<file path="config.mk">
export PLATFORM = sky130hd
export DESIGN_NAME = counter_cmd_seq_flat
export DESIGN_NICKNAME = d
export VERILOG_FILES = /design/src/rtl/counter_cmd_pkg.sv /design/src/rtl/counter_cmd_seq_if.sv /design/src/rtl/counter_ref_model.sv /design/src/rtl/counter_cmd_seq.sv /design/src/flat_wrapper.sv
export SDC_FILE = /design/constraint.sdc
export NUM_CORES = 1
export LEC_CHECK = 0
export ABC_CLOCK_PERIOD_IN_PS = 5100
export CAP_MARGIN = 20
export CORE_AREA = 2 2 54 56
export DETAILED_ROUTE_END_ITERATION = 12
export DIE_AREA = 0 0 56 58
export PLACE_DENSITY = 0.88
export SYNTH_ARGS = -nofsm -noshare
export SYNTH_HDL_FRONTEND = slang
export SYNTH_HIERARCHICAL = 1
export SYNTH_SLANG_ARGS = --single-unit
</file>
<file path="constraint.sdc">
create_clock -name clk -period 5.1 [get_ports clk]
set_clock_uncertainty 0.15 [all_clocks]
set_input_delay 1.02 -clock clk [delete_from_list [all_inputs] [get_ports clk]]
set_output_delay 1.02 -clock clk [all_outputs]
set_load 0.01 [all_outputs]
</file>
<file path="src/rtl/counter_cmd_pkg.sv">
// Shared encodings for the counter command sequencer and its reference model.
package counter_cmd_pkg;

   localparam logic [1:0] OP_NOP = 2'b00;
   localparam logic [1:0] OP_INC = 2'b01;
   localparam logic [1:0] OP_DEC = 2'b10;
   localparam logic [1:0] OP_INV = 2'b11;

   localparam logic [1:0] REQ_LOAD   = 2'b00;
   localparam logic [1:0] REQ_UP     = 2'b01;
   localparam logic [1:0] REQ_DOWN   = 2'b10;
   localparam logic [1:0] REQ_INVERT = 2'b11;

   typedef enum logic [1:0] {
      ST_IDLE  = 2'b00,
      ST_ISSUE = 2'b01,
      ST_CHECK = 2'b10
   } state_t;

   // Counter opcode issued for a request kind; LOAD uses the set strobe instead.
   function automatic logic [1:0] kind_to_op(input logic [1:0] kind);
      logic [1:0] code;
      code = OP_NOP;
      case (kind)
         REQ_UP:     code = OP_INC;
         REQ_DOWN:   code = OP_DEC;
         REQ_INVERT: code = OP_INV;
         default:    code = OP_NOP;
      endcase
      return code;
   endfunction

   // UP/DOWN requests carry a step count rather than a value.
   function automatic logic is_step(input logic [1:0] kind);
      return (kind == REQ_UP) || (kind == REQ_DOWN);
   endfunction

endpackage

</file>
<file path="src/rtl/counter_cmd_seq_if.sv">
// Request handshake between the requester and the command sequencer.
interface counter_cmd_seq_if #(
   parameter int unsigned WIDTH = 4
) ();

   logic             req_valid;
   logic             req_ready;
   logic [1:0]       req_kind;
   logic [WIDTH-1:0] req_data;

   modport master (
      output req_valid,
      output req_kind,
      output req_data,
      input  req_ready
   );

   modport slave (
      input  req_valid,
      input  req_kind,
      input  req_data,
      output req_ready
   );

endinterface

</file>
<file path="src/rtl/counter_ref_model.sv">
// Reference model of the load/inc/dec/invert counter: {carry, out} register.
module counter_ref_model
   import counter_cmd_pkg::*;
#(
   parameter int unsigned WIDTH = 4
) (
   input  logic             clk,
   input  logic             rst,
   input  logic             set,
   input  logic [WIDTH-1:0] load,
   input  logic [1:0]       op,
   output logic [WIDTH-1:0] out,
   output logic             carry
);

   localparam int unsigned CW = WIDTH + 1;

   // Load has priority; inc/dec wrap over the full carry+out width.
   always_ff @(posedge clk) begin
      if (rst) begin
         out   <= '0;
         carry <= 1'b0;
      end else if (set) begin
         out   <= load;
         carry <= 1'b0;
      end else begin
         case (op)
            OP_INC:  {carry, out} <= {carry, out} + CW'(1);
            OP_DEC:  {carry, out} <= {carry, out} - CW'(1);
            OP_INV:  out <= ~out;
            default: ;
         endcase
      end
   end

endmodule

</file>
<file path="src/rtl/counter_cmd_seq.sv">
// Command sequencer: turns requests into counter control cycles and checks
// the counter against the reference model after every request.
module counter_cmd_seq
   import counter_cmd_pkg::*;
#(
   parameter int unsigned WIDTH = 4
) (
   input  logic             clk,
   input  logic             rst,
   counter_cmd_seq_if.slave req,
   output logic             set,
   output logic [WIDTH-1:0] load,
   output logic [1:0]       op,
   input  logic [WIDTH-1:0] cnt_out,
   input  logic             cnt_carry,
   output logic [WIDTH-1:0] exp_out,
   output logic             exp_carry,
   output logic             done,
   output logic             mismatch
);

   state_t           state;
   logic [WIDTH-1:0] remaining;

   // Sequencer FSM with registered command, handshake and status outputs.
   always_ff @(posedge clk) begin
      if (rst) begin
         state         <= ST_IDLE;
         remaining     <= '0;
         req.req_ready <= 1'b1;
         set           <= 1'b0;
         load          <= '0;
         op            <= OP_NOP;
         done          <= 1'b0;
         mismatch      <= 1'b0;
      end else begin
         done <= 1'b0;
         case (state)
            ST_IDLE: begin
               if (req.req_valid) begin
                  req.req_ready <= 1'b0;
                  if (is_step(req.req_kind) && (req.req_data == '0)) begin
                     state <= ST_CHECK;
                     done  <= 1'b1;
                  end else begin
                     state     <= ST_ISSUE;
                     remaining <= is_step(req.req_kind) ? req.req_data : WIDTH'(1);
                     set       <= (req.req_kind == REQ_LOAD);
                     load      <= (req.req_kind == REQ_LOAD) ? req.req_data : '0;
                     op        <= kind_to_op(req.req_kind);
                  end
               end
            end
            ST_ISSUE: begin
               remaining <= remaining - WIDTH'(1);
               if (remaining == WIDTH'(1)) begin
                  state <= ST_CHECK;
                  set   <= 1'b0;
                  load  <= '0;
                  op    <= OP_NOP;
                  done  <= 1'b1;
               end
            end
            ST_CHECK: begin
               if ({cnt_carry, cnt_out} != {exp_carry, exp_out}) begin
                  mismatch <= 1'b1;
               end
               state         <= ST_IDLE;
               req.req_ready <= 1'b1;
            end
            default: begin
               state         <= ST_IDLE;
               req.req_ready <= 1'b1;
            end
         endcase
      end
   end

   counter_ref_model #(.WIDTH(WIDTH)) u_model (
      .clk   (clk),
      .rst   (rst),
      .set   (set),
      .load  (load),
      .op    (op),
      .out   (exp_out),
      .carry (exp_carry)
   );

endmodule

</file>
<file path="src/flat_wrapper.sv">
// flat-port wrapper written by rule: the top's interface ports become plain ports
module counter_cmd_seq_flat import counter_cmd_pkg::*;
#(
   parameter int unsigned WIDTH = 4
)
  (clk, rst, set, load, op, cnt_out, cnt_carry, exp_out, exp_carry, done, mismatch, req_req_valid, req_req_kind, req_req_data, req_req_ready);
  counter_cmd_seq_if #(.WIDTH(WIDTH)) req_i ();
  input  logic clk;
  input  logic rst;
  output logic set;
  output logic [WIDTH-1:0] load;
  output logic [1:0] op;
  input  logic [WIDTH-1:0] cnt_out;
  input  logic cnt_carry;
  output logic [WIDTH-1:0] exp_out;
  output logic exp_carry;
  output logic done;
  output logic mismatch;
  input wire logic [$bits(req_i.req_valid)-1:0] req_req_valid;
  input wire logic [$bits(req_i.req_kind)-1:0] req_req_kind;
  input wire logic [$bits(req_i.req_data)-1:0] req_req_data;
  output wire logic [$bits(req_i.req_ready)-1:0] req_req_ready;
  assign req_i.req_valid = req_req_valid;
  assign req_i.req_kind = req_req_kind;
  assign req_i.req_data = req_req_data;
  assign req_req_ready = req_i.req_ready;
  counter_cmd_seq #(.WIDTH(WIDTH)) u_core (.clk(clk), .rst(rst), .req(req_i), .set(set), .load(load), .op(op), .cnt_out(cnt_out), .cnt_carry(cnt_carry), .exp_out(exp_out), .exp_carry(exp_carry), .done(done), .mismatch(mismatch));
endmodule
</file>
==> Implementation_results.wiki <==
{| class="wikitable"
! Metric !! Value
|-
| Reg2reg end || u_core/u_model/out[3]
|-
| Largest net degree at the start of global routing || 21
|-
| First drt pass iteration count || 4
|-
| Final routed wire length divided by cell count || 15.3 um
|-
| Primary FF master, synth || dfxtp_1
|-
| Sort of element at the start of the critical path || input pin
|-
| Buffers & Inverters on Critical Path || 2
|-
| Total non-filler cell area in the finished layout || 0.00173 sq mm
|-
| Number of flops mapped to enable cells by yosys || 0
|-
| Hold Path Class || flip-flop to flip-flop
|-
| Post-Route Hold Slack || 346 ps
|-
| Post-route worst setup slack || 2180 ps
|-
| Buffer cell driving the clock tree root || clkbuf_4
|-
| Core ar. || 0.00266 sq mm
|-
| Cell types with the largest area share after synthesis || dfxtp_1, ha_1, mux2i_1
|-
| Number of setup buffers added after CTS || 0
|-
| Category of the critical setup timing path || input pin to flip-flop
|-
| Overall die width || 56 um
|-
| Most frequent cell after synthesis || dfxtp_1
|-
| Clock Sinks || 21
|-
| HPWL after detailed placement || 2520 um
|-
| Number of fill cells || 225
|-
| Routability congestion estimate from global placement || 0.805
|-
| Die height || 58 um
|-
| Port-buffer cells || 28
|-
| Share of post-route cells with drive strength above 1 || 9.19%
|-
| Crit path max fanout || 7
|-
| CTS tree || done
|-
| Count of boundary I/O pins || 29
|-
| Transition time at the pin with the least slew margin || 678 ps
|-
| Critical path's largest stage delay || 510 ps
|-
| Wire length of the first global-routing pass || 5510 um
|-
| Highest-delay cell along the critical path || clkdlybuf4s50_1
|-
| Synth Area per Inst || 8.99 sq um
|-
| Cell type with the highest aggregate area in the netlist || dfxtp_1
|-
| Cts repair resizes || 0
|-
| Worst supply voltage drop on vdd || 0.185 mV
|-
| Final sum of negative setup slack || 0 ps
|-
| Slew Viols, Final || 0
|-
| CP endpoint || u_core/set
|-
| Fraction of the cycle the final worst path needs || 57.3%
|-
| Area of the die || 0.00325 sq mm
|-
| Worst setup slack before clock tree synthesis || 1850 ps
|-
| Required time at the endpoint of the critical path || 5160 ps
|-
| Antenna violations before repair || 0
|-
| Async SR Flop Fraction || 0%
|-
| Initial cell density of the core || 53.3%
|-
| Number of nets with antenna violations after routing || 0
|-
| Endpoint type of the worst setup path || flip-flop
|-
| Synthesis warning total || 6
|-
| Worst reg2reg setup slack || 3160 ps
|-
| Cell Area, Placed || 0.00170 sq mm
|-
| Post-Synthesis Cells || 158
|-
| Final-report hold violation count || 0
|-
| Clock Tree Buf Depth || 2
|-
| Worst reg2reg path startpoint || u_core/op[1]
|-
| Overall Global Routing Usage || 21.4%
|-
| Number of cells on the critical path || 7
|-
| Htree depth || 1
|-
| Number of nets in the synthesized netlist || 184
|-
| Seq cells post-synth || 21
|-
| Most numerous cell types in the synthesized netlist || dfxtp_1, ha_1, inv_1
|-
| Cell type group with the largest total delay on the critical path || buffers and inverters
|-
| Leakage power summed over all cells || 0.636 nW
|-
| Source of the critical timing path || req_req_kind[0]
|-
| Max Clk Rate || 0.342 GHz
|-
| ANT cells || 0
|-
| Share of synthesized area occupied by flip-flops and latches || 29.6%
|-
| Power per unit of standard cell area || 243 mW/mm^2
|-
| Number of nets in the final layout || 212
|-
| Shortest period the worst path allows || 2920 ps
|-
| Clock-pin slew reported for the worst setup and hold paths after clock tree synthesis || 120 ps
|-
| Max Cap Viol || 0
|-
| Number of cell rows || 19
|-
| Clock insertion delay at the later pin of the skew report || 310 ps
|-
| Area growth from synthesis to final layout || 21.6%
|-
| Arr. time, crit path || 2980 ps
|-
| DRC violations left || 0
|-
| Count of vias placed by the detailed router || 1256
|-
| Total global routing overflow || 0
|-
| Unrepaired setup endpoints after global routing || no
|-
| Cell Area, Synth || 0.00142 sq mm
|-
| Initial detailed-routing violation count || 23
|-
| Design Power || 0.000419 W
|-
| Status || finished, final reports clean
|-
| Avg Vias per Cell || 5.81
|-
| Proportion of netlist area held by the largest area contributor || 29.6%
|-
| Inserted Clock Buffers || 3
|-
| Setup Viol. Count Final || 0
|-
| CTS Hold Bufs || 0
|-
| Max-slew headroom || 54.6%
|-
| Worst Reg2Reg Path Length in Cells || 5
|-
| Cell-by-cell trace of the critical path || clkdlybuf4s50_1, inv_1, ha_1, or2b_4, o21ai_2, a21oi_4, mux2_4
|-
| Routed Wire Length || 3310 um
|-
| Unique cell type count in the Yosys netlist || 42
|-
| Via count of the first global-routing pass || 1295
|}
metrics by stage:
step | std cells | util, %
6_report | 216 | 64.8
5_1_grt | 216 | 64.8
4_1_cts | 216 | 64.8
3_5_place_dp | 212 | 63.8
3_3_place_gp | 212 | 63.8
2_1_floorplan | 158 | -
how the worst min path moves through the flow:
stage / start / cells after the start / slack [ps] / endpoint
after floorplan: u_core/remaining[3] / 2 / 310 / u_core/remaining[3]
after global placement: u_core/req.req_ready / 2 / 310 / u_core/req.req_ready
after detailed placement: u_core/req.req_ready / 2 / 330 / u_core/req.req_ready
after CTS: u_core/req.req_ready / 2 / 350 / u_core/req.req_ready
after global routing: u_core/load[2] / 2 / 380 / u_core/u_model/out[2]
final: u_core/req.req_ready / 2 / 350 / u_core/req.req_ready
area by class of cell:
type                       instances  area [sq um]  area share [%]
inverter                          12          45.0            2.61
multi-input combinational        120           915            53.0
tap                               31          38.8            2.25
clock inverter                     1          5.00           0.290
timing repair buffer              28           280            16.2
sequential                        21           420            24.3
clock buffer                       3          22.5            1.30
power by group:
part / switching (W) / internal [W] / total [W] / leakage (nW)
Clock: 0.0000524 / 0.0000293 / 0.0000817 / 0.0177
Combinational: 0.0000662 / 0.0000709 / 0.000137 / 0.447
Sequential: 0.0000229 / 0.000178 / 0.000200 / 0.172
cell usage in the layout (no fill, tap or decap), drive strengths merged:
cell type / instances
or2b: 2
a311oi: 1
nor4b: 1
xor2: 2
nor4: 1
mux2i: 7
nor2: 10
nor3b: 3
nand2: 9
nor3: 5
nand4bb: 1
o21ai: 12
clkinv: 1
mux2: 1
a211oi: 5
clkbuf: 3
clkdlybuf4s50: 28
a21boi: 3
a21oi: 10
ha: 12
nand3b: 3
nand2b: 6
o21ba: 1
inv: 12
a2111oi: 1
nor2b: 5
a221oi: 2
nand4b: 1
a21o: 3
nand3: 4
a32o: 1
xnor2: 5
o31ai: 1
nand4: 1
dfxtp: 21
or3: 1
per-layer routing:
| layer | wire length [um] | GRT usage, % | vias up |
|---|---|---|---|
| met3 | 165 | 3.57 | 4 |
| li1 | - | - | 608 |
| met4 | 35 | 9.18 | 0 |
| met2 | 1730 | 39.7 | 30 |
| met5 | 0 | 0 | - |
| met1 | 1380 | 24.2 | 614 |
sequential cells by signal (all words and copies together) (netlist names):
name                  count
u_core/remaining          4
u_core/set                1
u_core/u_model/carry      1
u_core/req.req_ready      1
u_core/load               4
u_core/state              2
u_core/done               1
u_core/op                 2
u_core/u_model/out        4
u_core/mismatch           1
worst min-delay path: stages, from the launching register on:
cell and delay [ps]:
dfxtp_1 340, inv_1 50, o21ai_0 70
kinds of logic (layout without fill, tap and decap cells):
logic type | after synthesis | count (layout) | synth area share [%]
buffers and inverters | 17 | 44 | 5.99
adders and majority gates | 12 | 12 | 10.6
DFF | 21 | 21 | 29.6
xor gates and xnor gates | 7 | 7 | 4.32
muxes | 8 | 8 | 5.99
and+or+nand+nor | 53 | 53 | 22.5
AOI/OAI and AO/OA | 40 | 40 | 21.1
No activity file was read; power rests on OpenSTA's default activity.
